[config.mk]
export PLATFORM = sky130hd
export DESIGN_NAME = counter_updown_mod
export DESIGN_NICKNAME = d
export VERILOG_FILES = /design/src/rtl/counter_updown_mod.sv
export SDC_FILE = /design/constraint.sdc
export NUM_CORES = 1
export LEC_CHECK = 0
export CORE_AREA = 3 3 80 90
export CTS_CLUSTER_DIAMETER = 40
export CTS_CLUSTER_SIZE = 14
export DETAILED_ROUTE_END_ITERATION = 12
export DIE_AREA = 0 0 83 93
export PLACE_DENSITY_LB_ADDON = 0.05
export SLEW_MARGIN = 0
export SYNTH_ARGS = -nofsm -noshare
export SYNTH_HDL_FRONTEND = slang
export SYNTH_SLANG_ARGS = --single-unit
export TNS_END_PERCENT = 100
[constraint.sdc]
create_clock -name i_clk -period 4.62 [get_ports i_clk]
set_input_delay 0.924 -clock i_clk [delete_from_list [all_inputs] [get_ports i_clk]]
set_output_delay 0.924 -clock i_clk [all_outputs]
set_load 0.02 [all_outputs]
[src/rtl/counter_updown_mod.sv]
// Up/down counter over [0, MAX_VAL] with synchronous load, wrap or saturate at
// the boundaries, a registered boundary pulse, a load-clamp pulse and a sticky flag.
module counter_updown_mod #(
    parameter int unsigned      WIDTH     = 32,
    parameter logic [WIDTH-1:0] MAX_VAL   = {WIDTH{1'b1}},
    parameter logic [WIDTH-1:0] RESET_VAL = '0,
    parameter bit               SATURATE  = 1'b0
) (
    input  logic             i_clk,
    input  logic             i_rst,
    input  logic             i_en,
    input  logic             i_up,
    input  logic             i_load,
    input  logic [WIDTH-1:0] i_load_val,
    input  logic             i_clr_sticky,
    output logic [WIDTH-1:0] o_q,
    output logic             o_at_max,
    output logic             o_at_min,
    output logic             o_bound,
    output logic             o_load_err,
    output logic             o_bound_sticky
);

    if (WIDTH < 2) begin : g_bad_width
        $error("counter_updown_mod: WIDTH must be at least 2");
    end
    if (MAX_VAL == '0) begin : g_bad_max
        $error("counter_updown_mod: MAX_VAL must be at least 1");
    end
    if (RESET_VAL > MAX_VAL) begin : g_bad_reset
        $error("counter_updown_mod: RESET_VAL exceeds MAX_VAL");
    end

    logic [WIDTH-1:0] q_next;
    logic             hit_bound;
    logic             load_over;

    assign o_at_max = (o_q == MAX_VAL);
    assign o_at_min = (o_q == '0);

    // Load beats count; the >= / == compares keep the result inside [0, MAX_VAL]
    // without ever needing a carry bit.
    always_comb begin
        q_next    = o_q;
        hit_bound = 1'b0;
        load_over = 1'b0;
        if (i_load) begin
            if (i_load_val > MAX_VAL) begin
                q_next    = MAX_VAL;
                load_over = 1'b1;
            end else begin
                q_next = i_load_val;
            end
        end else if (i_en) begin
            if (i_up) begin
                if (o_q >= MAX_VAL) begin
                    hit_bound = 1'b1;
                    q_next    = SATURATE ? MAX_VAL : '0;
                end else begin
                    q_next = o_q + 1'b1;
                end
            end else begin
                if (o_q == '0) begin
                    hit_bound = 1'b1;
                    q_next    = SATURATE ? '0 : MAX_VAL;
                end else begin
                    q_next = o_q - 1'b1;
                end
            end
        end
    end

    always_ff @(posedge i_clk) begin
        if (i_rst) begin
            o_q            <= RESET_VAL;
            o_bound        <= 1'b0;
            o_load_err     <= 1'b0;
            o_bound_sticky <= 1'b0;
        end else begin
            o_q        <= q_next;
            o_bound    <= hit_bound;
            o_load_err <= load_over;
            // A new event outranks a clear issued in the same cycle.
            if (hit_bound) begin
                o_bound_sticky <= 1'b1;
            end else if (i_clr_sticky) begin
                o_bound_sticky <= 1'b0;
            end
        end
    end

`ifndef SYNTHESIS
    a_in_range: assert property (@(posedge i_clk) disable iff (i_rst)
        o_q <= MAX_VAL);
    a_bound_sticky: assert property (@(posedge i_clk) disable iff (i_rst)
        o_bound |-> o_bound_sticky);
    a_load_err_max: assert property (@(posedge i_clk) disable iff (i_rst)
        o_load_err |-> (o_q == MAX_VAL));
    if (!SATURATE) begin : g_wrap_prop
        a_up_wrap: assert property (@(posedge i_clk) disable iff (i_rst)
            (i_en && i_up && !i_load && o_q == MAX_VAL) |=> (o_q == '0));
    end
`endif

endmodule

==> results.ini <==
[synthesis]
netlist_instances = 499
syn_area_mm2 = 0.00352
synth-simple-area-share = 0.363
syn_nets = 540
synth_edf_count = 0
synth_top_family_by_area = simple AND/OR/NAND/NOR gates
ys_ff_latch = 34
synthXorXnorAreaFrac = 0.0721
avgSynthCellArea_um2 = 7.06
async_flop_share = 0
synth_compound_area_frac = 0.266
synth_ff_type = dfxtp_1
ys_seq_area_frac = 0.193
synthAdderAreaFrac = 0.0107
synthMuxAreaShare = 0.00888
synth_cell_type_count = 74
ys_warn_count = 0

[timing]
worst_pin_slew_ns = 0.916
min_period_over_period = 0.793
timing.hold.ws_ns = 0.507
rsz0062_at_grt = false
final-hold-violation-count = 0
max_freq_ghz = 0.273
slew_headroom = 0.387
period_needed_ns = 3.66
tns_ns = 0
slew_viol_final = 0
setup_viol = 0
final.setup_skew_ns = 0.00655

[power_and_ir_drop]
comb_power_share = 0.367
ir_worst_vdd_mv = 0.129
p_per_area_mw_per_mm2 = 225
net-switching-power_mw = 0.368
sw_frac_of_total = 0.385
leakage_nw = 1.43
cellInternalPower_mw = 0.587
seqPwrFrac = 0.392
pwr-share-clk = 0.241

[die]
io_pins = 75
start_util = 0.547
coreArea_mm2 = 0.00644
chipWidth_um = 83
rows = 31
die-area_mm2 = 0.00772
fp.dieH_um = 93

[clocking]
post_cts_resized = 0
numCtsBuffers = 5
cts_tree = done
postCtsHoldBufs = 0
path_clk_slew_ns = 0.07
cts_setup_buffers = 0
root_buffer = clkbuf_8
clock_path_buffers = 2
clk_latency_ns = 0.29
htree_levels = 2
cts.sinks = 34

[detailed_routing]
detail-route-antenna-nets = 0
m1WireLength_um = 5320
vias = 4181
avgRoutedWirePerCell_um = 20.5
routed.top_layer = met4
dr_wl_met2_um = 5820
drc_errors = 0
totalWireLength_um = 12600
drt-pass1-iter-count = 5
wl_met3_um = 1050
routed_via_density = 6.78
drtIter0Drc = 457

[critical_path]
critPathRequiredTime_ns = 3.70
worstPathArrival_ns = 2.74
cp_cell_sequence = ha_1 > nand3_1 > nor3_2 > nand2_1 > nor3_1 > clkdlybuf4s50_1
worst_path_max_delay_cell = clkdlybuf4s50_1
critPathKind = reg -> out
cp-end-kind = output pin
max_stage_delay_ns = 0.62
critPathLaunchType = flip-flop
cp_max_fo = 10

[global_routing]
grt_overflow = 0
grt_pass1_wl_um = 19700
grt_usage = 0.317
grt_max_degree = 34
grt_pass1_vias = 3847
antenna_found_initial = 0

[place]
port_buffers = 73
gp_congestion = 1.03
place_area_mm2 = 0.00416
dpl.hpwl_um = 9230
place_inst = 611

[run_status]
status = completed

[job]
drv_cap = 0

[final_layout]
num-fill-cells = 610
fin_nets = 577
final_cell_mix = 72 x clkdlybuf4s50_1, 50 x nand2_1, 36 x nand3_1, 35 x nor2_1
final_cells = 617
multi_input_area_mm2 = 0.00254
antenna-diode-count = 0
drive_gt1_frac = 0.0748
final_common_cell = clkdlybuf4s50_1
syn_to_final_growth_pct = 20.5
fin_area_mm2 = 0.00424
regArea_um2 = 681

[min_path]
hold_class = reg -> reg

## per-stage QoR
stage | utilization | power, mW | setup slack, ns
3_3_place_gp | 0.646 | 0.720 | 1.39
4_1_cts | 0.659 | 0.951 | 1.01
5_1_grt | 0.659 | 0.997 | 0.789
2_1_floorplan | - | 0.599 | 1.76
6_report | 0.659 | 0.955 | 0.956
3_5_place_dp | 0.646 | 0.723 | 1.32
## critical path, delay by kind of cell (launching register included)
| family | cells | cell delay [ns] |
|---|---|---|
| and+or+nand+nor | 4 | 1.07 |
| adders and majority gates | 1 | 0.26 |
| buffers and inverters | 1 | 0.62 |
| DFF | 1 | 0.51 |
## path summary, 6_finish.rpt
check	slack [ns]	start	cells after the start	end
setup / recovery	0.96	o_q[0]	6	o_at_max
hold / removal	0.51	o_bound_sticky	2	o_bound_sticky
setup reg to reg	1.87	o_q[0]	7	o_q[13]
hold reg to reg	0.51	o_bound_sticky	2	o_bound_sticky
## synth_stat cells, types with 4 or more instances
| cell | n | share of area |
|---|---|---|
| buf_1 | 4 | 0.0043 |
| o21ai_0 | 23 | 0.033 |
| clkbuf_1 | 23 | 0.025 |
| nor4_1 | 13 | 0.023 |
| a31oi_1 | 11 | 0.020 |
| nor3b_1 | 10 | 0.021 |
| a32oi_1 | 5 | 0.012 |
| nand4_1 | 9 | 0.016 |
| or4_1 | 4 | 0.0085 |
| o31ai_1 | 9 | 0.019 |
| xnor2_1 | 21 | 0.052 |
| buf_6 | 4 | 0.013 |
| or2_2 | 4 | 0.0071 |
| a21o_1 | 4 | 0.0085 |
| buf_2 | 18 | 0.026 |
| nor3_1 | 22 | 0.031 |
| nand2_1 | 50 | 0.053 |
| and4_1 | 5 | 0.012 |
| nor2_1 | 35 | 0.037 |
| inv_1 | 12 | 0.013 |
| xor2_1 | 8 | 0.020 |
| dfxtp_1 | 34 | 0.19 |
| o22ai_1 | 5 | 0.0089 |
| nand2b_1 | 4 | 0.0071 |
| and3_1 | 7 | 0.012 |
| nand3_1 | 36 | 0.051 |
| a32o_1 | 4 | 0.011 |
| a21oi_1 | 34 | 0.048 |
| or3_1 | 5 | 0.0089 |
## cell type report
| type | count | area share |
|---|---|---|
| Inverter | 12 | 0.0106 |
| Multi-Input combinational cell | 401 | 0.598 |
| Timing Repair Buffer | 82 | 0.187 |
| Tap cell | 82 | 0.0242 |
| Clock buffer | 6 | 0.0195 |
| Sequential cell | 34 | 0.160 |
## registers in the layout, summed over array words and instances, names as in the netlist
register / flops
o_q: 32
o_bound_sticky: 1
o_bound: 1
## kinds of logic after synthesis
group                    Yosys count
AND/OR/NAND/NOR                  228
XOR/XNOR                          29
buffers and inverters             64
adder cells (fa/ha/maj)            3
other                              1
AO/OA/AOI/OAI                    137
flip-flops                        34
multiplexers                       3
## power groups by stage
stage | sequential, mW | combinational (mW) | clock (mW)
finish | 0.374 | 0.351 | 0.230
global route | 0.379 | 0.377 | 0.241
detailed placement | 0.378 | 0.345 | 0
global placement | 0.377 | 0.343 | 0
CTS | 0.371 | 0.346 | 0.233
floorplan | 0.364 | 0.235 | 0
## metal layers
metal | vias to the layer above | track usage
li1 | 1939 | -
met1 | 1953 | 0.421
met2 | 245 | 0.520
met3 | 44 | 0.0396
met4 | 0 | 0.134
met5 | - | 0
Power figures use the tool's default switching activity.
